## config.mk

```make
export PLATFORM = sky130hd
export DESIGN_NAME = aeolus_sequencer
export DESIGN_NICKNAME = d
export VERILOG_FILES = /design/src/rtl/aeolus_pkg.sv /design/src/rtl/aeolus_opdecode.sv /design/src/rtl/aeolus_sequencer.sv
export SDC_FILE = /design/constraint.sdc
export NUM_CORES = 1
export LEC_CHECK = 0
export BUFFER_PORTS_ARGS = -buffer_cell sky130_fd_sc_hd__buf_4
export CORE_ASPECT_RATIO = 1.2
export CORE_MARGIN = 3
export CORE_UTILIZATION = 49
export CTS_CLUSTER_SIZE = 20
export DETAILED_ROUTE_END_ITERATION = 10
export PLACE_DENSITY_LB_ADDON = 0.08
export SETUP_SLACK_MARGIN = 0.5
export SYNTH_ARGS = -nofsm -noshare
export SYNTH_HDL_FRONTEND = slang
export SYNTH_SLANG_ARGS = --single-unit
```

## constraint.sdc

```tcl
create_clock -name clk -period 2 [get_ports clk]
set_input_delay 0.1 -clock clk [delete_from_list [all_inputs] [get_ports clk]]
set_output_delay 0.1 -clock clk [all_outputs]
set_load 0.05 [all_outputs]
```

## src/rtl/aeolus_pkg.sv

```systemverilog
// Shared constants for the Aeolus sequencer: opcode map, FSM state encoding
// and the width of the one-hot datapath strobe bus.
package aeolus_pkg;

    localparam int STROBE_W = 16;

    localparam logic [3:0] OP_LDA  = 4'd0;
    localparam logic [3:0] OP_LDB  = 4'd1;
    localparam logic [3:0] OP_LDO  = 4'd2;
    localparam logic [3:0] OP_LDSA = 4'd3;
    localparam logic [3:0] OP_LDSB = 4'd4;
    localparam logic [3:0] OP_LSH  = 4'd5;
    localparam logic [3:0] OP_RSH  = 4'd6;
    localparam logic [3:0] OP_CLR  = 4'd7;
    localparam logic [3:0] OP_SNZA = 4'd8;
    localparam logic [3:0] OP_SNZS = 4'd9;
    localparam logic [3:0] OP_ADD  = 4'd10;
    localparam logic [3:0] OP_SUB  = 4'd11;
    localparam logic [3:0] OP_AND  = 4'd12;
    localparam logic [3:0] OP_OR   = 4'd13;
    localparam logic [3:0] OP_XOR  = 4'd14;
    localparam logic [3:0] OP_INV  = 4'd15;

    localparam logic [1:0] S_IDLE  = 2'd0;
    localparam logic [1:0] S_FETCH = 2'd1;
    localparam logic [1:0] S_LOAD  = 2'd2;
    localparam logic [1:0] S_EXEC  = 2'd3;

    // SNZA/SNZS only fire their strobe when the shifter flag is set
    function automatic logic is_cond_op(input logic [3:0] op);
        return (op == OP_SNZA) || (op == OP_SNZS);
    endfunction

endpackage

```

## src/rtl/aeolus_opdecode.sv

```systemverilog
// Combinational opcode decoder: 4-bit opcode -> one-hot datapath strobe,
// gated by enable and, for the conditional opcodes, by the shifter flag.
module aeolus_opdecode
    import aeolus_pkg::*;
(
    input  logic [3:0]          opcode,
    input  logic                sf,
    input  logic                enable,
    output logic [STROBE_W-1:0] strobe
);

    generate
        for (genvar gi = 0; gi < STROBE_W; gi++) begin : g_bit
            localparam logic [3:0] OPV = 4'(gi);
            assign strobe[gi] = enable & (opcode == OPV) & (sf | ~is_cond_op(OPV));
        end
    endgenerate

endmodule

```

## src/rtl/aeolus_sequencer.sv

```systemverilog
// Fetch/load/execute controller for the Aeolus 4-bit datapath: owns PC, IR,
// retired-instruction counter and the sticky end-of-program flag.
module aeolus_sequencer
    import aeolus_pkg::*;
#(
    parameter int ADDR_W      = 8,
    parameter int PROG_LEN    = 256,
    parameter int HALT_ON_END = 1,
    parameter int CNT_W       = 16
) (
    input  logic                clk,
    input  logic                reset,
    input  logic                run,
    input  logic                step,
    output logic [ADDR_W-1:0]   rom_addr,
    input  logic [3:0]          rom_data,
    input  logic                sf,
    output logic [STROBE_W-1:0] strobe,
    output logic                busy,
    output logic                instr_done,
    output logic                halted,
    output logic [CNT_W-1:0]    icount
);

    localparam logic [ADDR_W-1:0] LAST_ADDR = ADDR_W'(PROG_LEN - 1);
    localparam bit                HALT_EN   = (HALT_ON_END != 0);

    logic [1:0]        state_reg, state_next;
    logic [ADDR_W-1:0] pc_reg, pc_next;
    logic [3:0]        ir_reg;
    logic [CNT_W-1:0]  icount_reg;
    logic              halted_reg;
    logic              busy_reg;
    logic              instr_done_reg;
    logic              at_end;
    logic              halting;

    assign at_end  = (pc_reg == LAST_ADDR);
    assign halting = HALT_EN & at_end;

    always_comb begin
        state_next = state_reg;
        case (state_reg)
            S_IDLE:  if ((run | step) & ~halted_reg) state_next = S_FETCH;
            S_FETCH: state_next = S_LOAD;
            S_LOAD:  state_next = S_EXEC;
            S_EXEC:  state_next = (run & ~halting) ? S_FETCH : S_IDLE;
            default: state_next = S_IDLE;
        endcase
    end

    // The ROM's registered output lands during LOAD, so the opcode is
    // captured on the LOAD->EXEC edge. PC wraps naturally when the program
    // fills the whole address space.
    always_comb begin
        pc_next = pc_reg + ADDR_W'(1);
        if (at_end) begin
            pc_next = HALT_EN ? pc_reg : '0;
        end
    end

    always_ff @(posedge clk) begin
        if (!reset) begin
            state_reg      <= S_IDLE;
            pc_reg         <= '0;
            ir_reg         <= '0;
            icount_reg     <= '0;
            halted_reg     <= 1'b0;
            busy_reg       <= 1'b0;
            instr_done_reg <= 1'b0;
        end else begin
            state_reg      <= state_next;
            busy_reg       <= (state_next != S_IDLE);
            instr_done_reg <= (state_next == S_EXEC);
            if (state_reg == S_LOAD) begin
                ir_reg <= rom_data;
            end
            if (state_reg == S_EXEC) begin
                icount_reg <= icount_reg + CNT_W'(1);
                pc_reg     <= pc_next;
                if (halting) begin
                    halted_reg <= 1'b1;
                end
            end
        end
    end

    aeolus_opdecode u_opdecode (
        .opcode (ir_reg),
        .sf     (sf),
        .enable (state_reg == S_EXEC),
        .strobe (strobe)
    );

    assign rom_addr   = pc_reg;
    assign busy       = busy_reg;
    assign instr_done = instr_done_reg;
    assign halted     = halted_reg;
    assign icount     = icount_reg;

endmodule

```

# Yosys cells after proc, flatten, opt, wreduce, memory -nomap -nowiden
# Cells that the tools add are included.
# classes
n_addsub	2
n_mul	0
div_mod_pow	0
n_lt_le_gt_ge	0
n_eq_ne	20
shifts	0
mux	3
n_bitwise	23
n_reduce_logical	5
# ops
cell	n
$eq A4 B4 Y1 const B	8
$and A1 B1 Y1	20
$add A16 B1 Y16 const B	1
$eq A4 B3 Y1 const B	4
$add A8 B1 Y8 const B	1
$eq A4 B2 Y1 const B	2
$eq A8 B8 Y1 const B	1
$pmux W2 S4	1
$eq A2 B2 Y1 const B	3
$eq A4 B1 Y1 const B	1
$logic_not A4 Y1	1
$reduce_and A2 Y1	2
$eq A2 B1 Y1 const B	1
$logic_not A2 Y1	1
$mux W2	1
$not A1 Y1	2
$reduce_bool A2 Y1	1
$mux W1	1
$or A1 B1 Y1	1
# totals
ff_bits	33
latch_bits	0
ramBits	0
romBits	0
input_bits	9
mem_count	0

# Depth between registers and ports, before layout
# depth
word_depth	6
ltp_mapped	6

# Cells and area by module
# Synthesis repeated with hierarchy kept, for this count alone.
# unflattened
hier_cells	180
area_unflattened_um2	1551.5
# by_module_without_submodules
mod	instances	cells_each	area_each_um2
aeolus_sequencer	1	156	1426.4
aeolus_opdecode	1	24	125.1

# Worst setup path after synthesis
# Ideal clock, no wire load.
# synth_path
path_type	register to output
startpoint	reg state_reg[1]
endpoint	out strobe[0]
arrival_time_ps	2136
required_time_ps	1900
path_slack_ps	-236
path_stages_with_launch	4
cell_sequence	dfxtp_1 > ha_1 > or3b_2 > nor3_1
# synth_via
elab_chain_len	2
# synth_rtl
element	line	rtl
from (decl)	aeolus_sequencer.sv:28	logic [1:0] state_reg, state_next;
from (signal assigned)	aeolus_sequencer.sv:72	state_reg <= state_next;
$eq A2 B2 Y1	aeolus_sequencer.sv:91	.enable (state_reg == S_EXEC),
$and A1 B1 Y1	aeolus_opdecode.sv:15	assign strobe[gi] = enable & (opcode == OPV) & (sf | ~is_cond_op(OPV));
to (decl)	aeolus_sequencer.sv:18	output logic [STROBE_W-1:0] strobe,
# No other way between the ends.

# Worst setup path after layout
# layout_path
startpoint	reg state_reg[0]
endpoint	out strobe[1]
# The elaborated chain is that of the path after synthesis.

==> reports/metrics.cfg <==
[status]
status=completed

[clock_network]
clk_latency_ps=350
cts_tree=built
cts.sinks=33
root_buffer=clkbuf_4
cts_buffers=5
htree_levels=2
clkTransAtPathRegs_ps=110
cts.path.max_buffers=2

[cells_and_area]
seq_area_um2=714
utilization_pct=94.1
n_antenna_cell=0
drive_gt1_share_pct=57.9
fin_nets=272
final_common_cell=buf_4
syn_to_final_growth_pct=76.7
fin_area_um2=2750
final_cells=293
num-fill-cells=81
largest_reg_flops=16
final_cell_mix=buf_4 (48), nor2_1 (23), buf_6 (18), dfxtp_2 (16)
multiInputGateArea_um2=1230

[floorplanning]
pin_count=52
die_w_um=57.4
die_height_um=67.7
core_area_um2=2920
start_util_pct=53.3
fp.dieArea_um2=3890
num_rows=21

[sta]
finalWorstSetupSlack_ps=134
finalSetupTns_ps=0
fin_crit_sh_pct=93.3
report.final.slew_viol_count=0
slew_headroom_pct=68.7
clock.fmax_ghz=0.536
rsz0062_at_grt=yes
hold_ws_ps=58.8
min_period_ps=1870
finalSetupViolations=0
finalClockSkew_ps=19.4
worst_pin_slew_ps=469
hold_violations=0

[critical_path]
r2r_cells=7
r2r_slack_ps=260
worstSetupEndpointType=output pin
path_cells=ha_4 > or3b_4 > buf_4 > nor2_4 > buf_6
max_stage_delay_ps=430
worstSetupPathType=reg -> out
path_buf_inv=2
crit_path_start_kind=flop
rr_endpoint=rom_addr[7]
worstPathArrival_ps=1770
cp.required_ps=1900
crit-reg2reg-launch=state_reg[0]
critical_path.top_delay_family=simple AND/OR/NAND/NOR gates
crit_path_top_delay_cell=or3b_4
critPathMaxFanout=4

[min_path]
whs_endpoint=ir_reg[2]
holdCritStartpoint=rom_data[2]
hold_path_class=in -> reg
hold_depth=3

[placement]
post-dp-hpwl_um=2840
dp_cells=264
io_buffers=51
gp_congestion=0.807
placed_area_um2=2160
pre_cts_slack_ps=370

[pwr]
leakagePower_nw=1.10
power.density_nw_per_um2=713
finalPower_mw=1.96
ir_drop_v=0.000714

[grt]
antenna_found_initial=0
grt_pass1_wl_um=7780
overflow=0
grt_max_degree=26
grt_pass1_vias=1620
grtUsageTotal_pct=26.8

[detailed_routing]
totalWireLength_um=6380
drt_iter0_drc=108
wire_per_inst_um=21.8
drc=0
via_count=1795
dr.pass1.iters=5
ant_nets=0
viasPerCell=6.13

[logic_synthesis]
syn_area_per_cell_um2=8.49
yosysWarnings=0
yosys.cell_types.count=32
synthesis.nets=197
synth.area.top_cells=dfxtp_1 (43%), nor2_1 (8.5%), mux2i_1 (5.8%)
syn_inst=183
synth_seq_cells=33
synth_top_area_share_pct=42.5
syn-cell-area_um2=1550
synth-seq-area-share_pct=42.5
synth_area_leader_cell=dfxtp_1

[run]
max_cap_violations=0

worst reg2reg max path, cell delays in order (launching register included):
cell,delay (ps)
dfxtp_2,390
ha_4,170
buf_12,130
buf_12,130
nand4_1,120
buf_4,180
or4_4,420
a21oi_2,130
cell families after synthesis:
kind of cell / synth area share (%)
adders and majority gates: 4.03
and+or+nand+nor: 30.5
AOI/OAI and AO/OA: 6.52
DFF: 42.5
xor gates and xnor gates: 7.89
buffers and inverters: 2.74
muxes: 5.80
where the power goes:
group,leakage [nW],switching (mW),internal [mW]
Clock,0.0320,0.254,0.134
Sequential,0.282,0.102,0.730
Combinational,0.786,0.414,0.322
worst max-delay path by stage:
stage,startpoint,endpoint,slack [ps],depth (start not counted)
2_1_floorplan,state_reg[0],strobe[0],460,3
3_3_place_gp,state_reg[0],strobe[0],450,4
3_5_place_dp,state_reg[0],icount[15],370,5
4_1_cts,state_reg[0],strobe[0],200,4
5_1_grt,state_reg[0],strobe[1],140,5
6_report,state_reg[0],strobe[1],130,5
synthesized netlist by cell type (all sizes together):
cell type / number
inv: 6
nor2: 35
a21boi: 1
ha: 5
clkbuf: 4
nand3: 10
a211oi: 3
a21oi: 4
or3b: 1
and3: 1
nor3: 9
o21bai: 1
nand3b: 1
nand2: 14
o211ai: 1
or2: 1
and4: 3
buf: 1
and2: 2
a31oi: 2
nor4: 3
dfxtp: 33
nand4: 7
xor2: 7
xnor2: 7
nand2b: 6
o21ai: 3
mux2i: 9
or4: 2
o41ai: 1
repair_timing:
action / 4_1_cts / 5_1_grt
setup endpoints to repair: 21 / 30
hold buffers: 1 / 0
hold endpoints to repair: 1 / 0
setup buffers: 8 / 11
resized for setup: 30 / 47
pin swaps: 12 / 19
gates cloned: 1 / 0
layout make-up:
class,instances,area share [%]
multi-input cells,139,44.8
flip-flops and latches,33,26.0
repair buffers,73,25.0
well taps,34,1.55
clock buffers,6,1.50
inverters,6,0.820
clock inverters,2,0.365
per-layer routing:
metal,GRT usage [%],wire [um]
met1,26.3,2280
met2,52.1,3240
met3,5.93,508
met4,13.3,350
met5,0,0
(Power assumes the default switching activity.)
